[src/rtl/i2c_slave_byte_engine_pkg.sv]
// Shared I2C definitions: FSM state encoding, line-sync constants and bus condition helpers.
package i2c_slave_byte_engine_pkg;

  typedef enum logic [2:0] {
    ST_IDLE,
    ST_ADDR,
    ST_ADDR_ACK,
    ST_RX_BYTE,
    ST_RX_ACK,
    ST_TX_BYTE,
    ST_TX_ACK
  } i2c_state_t;

  // Synchronizer depth and the idle (released) level of an open-drain line.
  localparam int unsigned SYNC_STAGES     = 2;
  localparam logic        LINE_IDLE_LEVEL = 1'b1;

  // Address phase is always 7 address bits plus R/W.
  localparam int unsigned ADDR_BITS = 8;

  // Synchronized line level plus single-cycle edge strobes.
  typedef struct packed {
    logic level;
    logic rise;
    logic fall;
  } line_t;

  // START: SDA falls while SCL is high.
  function automatic logic is_start(input logic scl_level, input logic sda_fall);
    return scl_level & sda_fall;
  endfunction

  // STOP: SDA rises while SCL is high.
  function automatic logic is_stop(input logic scl_level, input logic sda_rise);
    return scl_level & sda_rise;
  endfunction

endpackage

[src/rtl/i2c_slave_byte_engine_if.sv]
// Bus-side and splitter-side signals of the byte engine.
interface i2c_slave_byte_engine_if #(
  parameter int unsigned I2C_DATA_WIDTH = 8
);
  logic                      scl;
  logic                      sda_in;
  logic                      sda_pull;
  logic [I2C_DATA_WIDTH-1:0] data_in;
  logic                      ready;
  logic [I2C_DATA_WIDTH-1:0] data_out;
  logic                      data_out_valid;

  modport slave (
    input  scl, sda_in, data_in,
    output sda_pull, ready, data_out, data_out_valid
  );

  modport master (
    output scl, sda_in, data_in,
    input  sda_pull, ready, data_out, data_out_valid
  );
endinterface

[src/rtl/i2c_slave_byte_engine_line_sync.sv]
// Two-flop synchronizer plus edge detector for one raw I2C line.
module i2c_line_sync
  import i2c_slave_byte_engine_pkg::*;
(
  input  logic  clk,
  input  logic  rst,
  input  logic  line_in,
  output line_t line_c
);

  logic [SYNC_STAGES-1:0] sync_q;
  logic                   prev_q;

  // Shift the raw line through the synchronizer and remember the last synced level.
  always_ff @(posedge clk) begin
    if (rst) begin
      sync_q <= {SYNC_STAGES{LINE_IDLE_LEVEL}};
      prev_q <= LINE_IDLE_LEVEL;
    end else begin
      sync_q <= {sync_q[SYNC_STAGES-2:0], line_in};
      prev_q <= sync_q[SYNC_STAGES-1];
    end
  end

  assign line_c.level = sync_q[SYNC_STAGES-1];
  assign line_c.rise  = sync_q[SYNC_STAGES-1] & ~prev_q;
  assign line_c.fall  = ~sync_q[SYNC_STAGES-1] & prev_q;

endmodule

[src/rtl/i2c_slave_byte_engine.sv]
// I2C slave byte engine: address match, byte receive to data_out, byte transmit from data_in.
module i2c_slave_byte_engine
  import i2c_slave_byte_engine_pkg::*;
#(
  parameter int unsigned I2C_DATA_WIDTH = 8,
  parameter logic [6:0]  ADDRESS        = 7'h47
) (
  input logic                   clk,
  input logic                   rst,
  i2c_slave_byte_engine_if.slave bus
);

  localparam int unsigned       W        = I2C_DATA_WIDTH;
  localparam int unsigned       CNT_W    = $clog2(W + 1);
  localparam logic [CNT_W-1:0]  CNT_ZERO = '0;
  localparam logic [CNT_W-1:0]  CNT_ONE  = CNT_W'(1);
  localparam logic [CNT_W-1:0]  CNT_FULL = CNT_W'(W);
  localparam logic [CNT_W-1:0]  CNT_LAST = CNT_W'(W - 1);
  localparam logic [CNT_W-1:0]  CNT_ADDR = CNT_W'(ADDR_BITS);

  line_t scl_l;
  line_t sda_l;

  i2c_line_sync u_scl_sync (.clk(clk), .rst(rst), .line_in(bus.scl),    .line_c(scl_l));
  i2c_line_sync u_sda_sync (.clk(clk), .rst(rst), .line_in(bus.sda_in), .line_c(sda_l));

  i2c_state_t           state;
  logic [CNT_W-1:0]     cnt;
  logic [CNT_W-1:0]     cnt_inc_c;
  logic [W-1:0]         sr;
  logic [ADDR_BITS-1:0] addr_q;
  logic                 rw;
  logic                 start_c;
  logic                 stop_c;

  assign start_c   = is_start(scl_l.level, sda_l.fall);
  assign stop_c    = is_stop(scl_l.level, sda_l.rise);
  // Bit counter saturates instead of wrapping.
  assign cnt_inc_c = (cnt == CNT_FULL) ? cnt : cnt + CNT_ONE;

  // Protocol FSM: sample SDA on SCL rise, change SDA drive right after SCL fall.
  always_ff @(posedge clk) begin
    if (rst) begin
      state              <= ST_IDLE;
      cnt                <= CNT_ZERO;
      sr                 <= '0;
      addr_q             <= '0;
      rw                 <= 1'b0;
      bus.sda_pull       <= 1'b0;
      bus.ready          <= 1'b1;
      bus.data_out       <= '0;
      bus.data_out_valid <= 1'b0;
    end else begin
      bus.data_out_valid <= 1'b0;
      if (stop_c) begin
        // Any abort returns the splitter handshake to its idle level.
        state        <= ST_IDLE;
        cnt          <= CNT_ZERO;
        bus.sda_pull <= 1'b0;
        bus.ready    <= 1'b1;
      end else if (start_c) begin
        state        <= ST_ADDR;
        cnt          <= CNT_ZERO;
        bus.sda_pull <= 1'b0;
        bus.ready    <= 1'b1;
      end else begin
        case (state)
          ST_IDLE: begin
            bus.sda_pull <= 1'b0;
          end
          ST_ADDR: begin
            if (scl_l.rise) begin
              addr_q <= {addr_q[ADDR_BITS-2:0], sda_l.level};
              cnt    <= cnt_inc_c;
            end else if (scl_l.fall && cnt == CNT_ADDR) begin
              cnt <= CNT_ZERO;
              if (addr_q[ADDR_BITS-1:1] == ADDRESS) begin
                state        <= ST_ADDR_ACK;
                bus.sda_pull <= 1'b1;
                rw           <= addr_q[0];
              end else begin
                state <= ST_IDLE;
              end
            end
          end
          ST_ADDR_ACK: begin
            if (scl_l.rise) begin
              cnt <= cnt_inc_c;
            end else if (scl_l.fall && cnt == CNT_ONE) begin
              cnt <= CNT_ZERO;
              if (rw) begin
                state        <= ST_TX_BYTE;
                sr           <= bus.data_in;
                bus.ready    <= 1'b0;
                bus.sda_pull <= ~bus.data_in[W-1];
              end else begin
                state        <= ST_RX_BYTE;
                bus.sda_pull <= 1'b0;
              end
            end
          end
          ST_RX_BYTE: begin
            if (scl_l.rise) begin
              sr  <= {sr[W-2:0], sda_l.level};
              cnt <= cnt_inc_c;
              if (cnt == CNT_LAST) begin
                bus.data_out       <= {sr[W-2:0], sda_l.level};
                bus.data_out_valid <= 1'b1;
              end
            end else if (scl_l.fall && cnt == CNT_FULL) begin
              state        <= ST_RX_ACK;
              cnt          <= CNT_ZERO;
              bus.sda_pull <= 1'b1;
            end
          end
          ST_RX_ACK: begin
            if (scl_l.rise) begin
              cnt <= cnt_inc_c;
            end else if (scl_l.fall && cnt == CNT_ONE) begin
              state        <= ST_RX_BYTE;
              cnt          <= CNT_ZERO;
              bus.sda_pull <= 1'b0;
            end
          end
          ST_TX_BYTE: begin
            // The bit on the wire is sr[W-1]; advance once the master has clocked it.
            if (scl_l.rise) begin
              sr  <= {sr[W-2:0], 1'b0};
              cnt <= cnt_inc_c;
            end else if (scl_l.fall) begin
              if (cnt == CNT_FULL) begin
                state        <= ST_TX_ACK;
                cnt          <= CNT_ZERO;
                bus.sda_pull <= 1'b0;
              end else begin
                bus.sda_pull <= ~sr[W-1];
              end
            end
          end
          ST_TX_ACK: begin
            if (scl_l.rise) begin
              bus.ready <= 1'b1;
              cnt       <= cnt_inc_c;
              if (sda_l.level) begin
                state <= ST_IDLE;
                cnt   <= CNT_ZERO;
              end
            end else if (scl_l.fall && cnt == CNT_ONE) begin
              state        <= ST_TX_BYTE;
              cnt          <= CNT_ZERO;
              sr           <= bus.data_in;
              bus.ready    <= 1'b0;
              bus.sda_pull <= ~bus.data_in[W-1];
            end
          end
          default: begin
            state        <= ST_IDLE;
            cnt          <= CNT_ZERO;
            bus.sda_pull <= 1'b0;
          end
        endcase
      end
    end
  end

endmodule

[src/flat_wrapper.sv]
// flat-port wrapper written by rule: the top's interface ports become plain ports
module i2c_slave_byte_engine_flat import i2c_slave_byte_engine_pkg::*;
#(
  parameter int unsigned I2C_DATA_WIDTH = 8,
  parameter logic [6:0]  ADDRESS        = 7'h47
)
  (clk, rst, bus_scl, bus_sda_in, bus_data_in, bus_sda_pull, bus_ready, bus_data_out, bus_data_out_valid);
  i2c_slave_byte_engine_if #(.I2C_DATA_WIDTH(I2C_DATA_WIDTH)) bus_i ();
  input logic clk;
  input logic rst;
  input wire logic [$bits(bus_i.scl)-1:0] bus_scl;
  input wire logic [$bits(bus_i.sda_in)-1:0] bus_sda_in;
  input wire logic [$bits(bus_i.data_in)-1:0] bus_data_in;
  output wire logic [$bits(bus_i.sda_pull)-1:0] bus_sda_pull;
  output wire logic [$bits(bus_i.ready)-1:0] bus_ready;
  output wire logic [$bits(bus_i.data_out)-1:0] bus_data_out;
  output wire logic [$bits(bus_i.data_out_valid)-1:0] bus_data_out_valid;
  assign bus_i.scl = bus_scl;
  assign bus_i.sda_in = bus_sda_in;
  assign bus_i.data_in = bus_data_in;
  assign bus_sda_pull = bus_i.sda_pull;
  assign bus_ready = bus_i.ready;
  assign bus_data_out = bus_i.data_out;
  assign bus_data_out_valid = bus_i.data_out_valid;
  i2c_slave_byte_engine #(.I2C_DATA_WIDTH(I2C_DATA_WIDTH), .ADDRESS(ADDRESS)) u_core (.clk(clk), .rst(rst), .bus(bus_i));
endmodule
[config.mk]
export PLATFORM = sky130hd
export DESIGN_NAME = i2c_slave_byte_engine_flat
export DESIGN_NICKNAME = d
export VERILOG_FILES = /design/src/rtl/i2c_slave_byte_engine_pkg.sv /design/src/rtl/i2c_slave_byte_engine_if.sv /design/src/rtl/i2c_slave_byte_engine_line_sync.sv /design/src/rtl/i2c_slave_byte_engine.sv /design/src/flat_wrapper.sv
export SDC_FILE = /design/constraint.sdc
export NUM_CORES = 1
export LEC_CHECK = 0
export BUFFER_PORTS_ARGS = -buffer_cell sky130_fd_sc_hd__buf_2
export CAP_MARGIN = 5
export CORE_ASPECT_RATIO = 0.9
export CORE_MARGIN = 8
export CORE_UTILIZATION = 50
export DETAILED_ROUTE_END_ITERATION = 10
export GPL_ROUTABILITY_DRIVEN = 0
export PLACE_DENSITY = 0.8
export RECOVER_POWER = 25
export SETUP_SLACK_MARGIN = 0.15
export SLEW_MARGIN = 20
export SYNTH_ARGS = -nofsm -noshare
export SYNTH_HDL_FRONTEND = slang
export SYNTH_SLANG_ARGS = --single-unit
[constraint.sdc]
create_clock -name clk -period 2 [get_ports clk]
set_input_delay 0.2 -clock clk [delete_from_list [all_inputs] [get_ports clk]]
set_output_delay 0.2 -clock clk [all_outputs]
set_load 0.02 [all_outputs]
==> metrics.txt <==
number of synthesized flops with an enable pin 0; Seq cells post-synth 41; Max Cap Viol 0; io pins 23; I/O Buffers 22; area delta synth->final 22.5%; Post-Route Utilization 0.621; top cells by count, synth dfxtp_1 (41), nor2_1 (28), mux2i_1 (26); vias post-DR 1,962; Avg Inst Size Synth 8.74 sq um; ant diodes 0; Clock Latency Late Sink 0.30 ns; via count of the first global-routing pass 1,899; GR Util All Layers 0.156; WP data required 2.14 ns; Setup-failing EPs final 0; htree depth 2; core area 0.00435 sq mm; status finished, final reports clean; WP data arrival 1.97 ns; R2R Setup Slk 0.17 ns; CTS sink cnt 41; Initial Util 0.507; # DRC 0; period utilization 0.916; yosys synthesis warning count 0; nets 302; unrepaired setup endpoints after global routing yes; TritonCTS clock tree yes; clk slew on worst S/H paths 0.09 ns; Worst-Margin Slew 1.28 ns; die area 0.00679 sq mm; Netlist cell types 56; Worst Skew 0.0118 ns; CP Max Fanout 9; crit path kind reg2reg; Worst Setup SP u_core.cnt[0]; dpl hpwl 3630 microns; top-area cell type share of the netlist area 0.373; total CTS buffers 5; area leader, netlist dfxtp_1; DR pass1 iterations 4; final antenna-violating net count 0; clock root cell clkbuf_8; leakage 1.19 nW; CP Capture Type register; DR WL/cell 15.3 microns; remaining global-route overflow 0; CTS hold repair buffers 0; initial drt markers 200; register area share after synthesis 0.373; first-pass GRT wire length 8630 microns; pin count of the biggest net entering global routing 33; Vias/cell 5.61; worst reg2reg startpoint u_core.cnt[0]; Slew Viols, Final 0; post-layout min period 1.83 ns; setup_tns 0 ns; Slew HR 0.146; layout cells sized above 1 0.267; Die Wd 86.0 microns; final hold violation count 0; antenna violations before repair 0; asr flop ratio synth 0; deepest clock path buffer count 2; syn nets 267; Main synth FF type dfxtp_1; Syn Inst Count 252; row count 23; fmax 0.546 GHz; WL final 5370 microns; synth top area cells dfxtp_1 (37%), mux2i_1 (12%), nor2_1 (4.8%); Hold Startpoint bus_sda_in; Critical Path Start Type register; mapped cell area 0.00220 sq mm; Worst VDD drop 0.520 mV; chip height 79.0 microns; dominant cell by count in the synthesized netlist dfxtp_1; HP Class in2reg; pwr dens 889 mW/mm^2
critical path: stages, from the launching register on:
cell and delay, ns:
dfxtp_4 0.38, buf_4 0.12, ha_1 0.19, nand4b_1 0.16
or4_4 0.45, buf_6 0.17, mux2i_1 0.15, nor2_1 0.06
final cells by class:
| cell class | instances | area (sq um) |
|---|---|---|
| inverters | 6 | 25.0 |
| fillers | 355 | 1650 |
| well taps | 62 | 77.6 |
| clock buffers | 5 | 68.8 |
| multi-input cells | 187 | 1340 |
| clock inverters | 3 | 68.8 |
| repair buffers | 46 | 282 |
| flip-flops and latches | 41 | 838 |
placed cells by master, fill, tap and decap left out, drive strengths merged, types with 3 or more instances in the layout:
master,Yosys,layout
nand2b,7,7
or3,8,8
mux2i,26,26
a31oi,5,5
nand2,11,11
and3,3,3
clkbuf,6,14
buf,12,37
inv,6,7
a21oi,18,18
nor2b,8,8
dfxtp,41,41
nand3,6,6
or2,6,6
nor3b,3,3
o21ai,18,18
nor2,28,28
ha,3,3
path summary, 6_finish.rpt:
check                                                    to  depth (start not counted)
worst max-delay path                 u_core.bus.data_out[7]                          7
worst min-delay path            u_core.u_sda_sync.sync_q[0]                          2
worst max register to register       u_core.bus.data_out[7]                          7
worst min register to register  u_core.u_sda_sync.sync_q[1]                          1
cell families after synthesis:
| logic type | synth area share |
|---|---|
| AOI/OAI and AO/OA | 0.183 |
| muxes | 0.123 |
| and+or+nand+nor | 0.249 |
| xor gates and xnor gates | 0.00398 |
| adders and majority gates | 0.0170 |
| DFF | 0.373 |
| buffers and inverters | 0.0517 |
flip-flops by register name, summed over array words and instances (netlist names):
register	count
u_core.addr_q	8
u_core.u_sda_sync.prev_q	1
u_core.rw	1
u_core.sr	8
u_core.bus.data_out_valid	1
u_core.state	3
u_core.u_scl_sync.sync_q	2
u_core.u_scl_sync.prev_q	1
u_core.cnt	4
u_core.u_sda_sync.sync_q	2
u_core.bus.sda_pull	1
u_core.bus.ready	1
u_core.bus.data_out	8
layer usage:
layer  up-vias  track usage  share of wire  wire (microns)
li1        972            -              -               -
met3        11       0.0320          0.055             294
met4         0       0.0892          0.022             118
met5         -            0              0               0
met2        70        0.254           0.48            2590
met1       909        0.189           0.44            2370
power by group:
part	switching (mW)	leakage [nW]	internal (mW)
Clock	0.309	0.0687	0.503
Sequential	0.0509	0.335	0.846
Combinational	0.374	0.784	0.317
Total	0.734	1.19	1.67
stage by stage:
step | worst slack [ns] | hold slack [ns] | cell area, sq um | std cells | total power [mW]
global placement | 0.135 | 0.384 | 2410 | 333 | 1.51
finish | 0.169 | 0.0871 | 2700 | 350 | 2.40
detailed placement | 0.0425 | 0.386 | 2410 | 333 | 1.52
CTS | 0.146 | 0.0825 | 2660 | 349 | 2.37
floorplan | 0.225 | 0.304 | 2200 | 252 | 1.36
global route | 0.0821 | 0.0781 | 2700 | 350 | 2.50
what timing repair did:
| action | 4_1_cts | 5_1_grt |
|---|---|---|
| gates resized for setup | 16 | 14 |
| pin swaps | 5 | 1 |
| endpoints found under the setup margin | 24 | 22 |
| setup buffers | 8 | 1 |
Power figures use the tool's default switching activity.
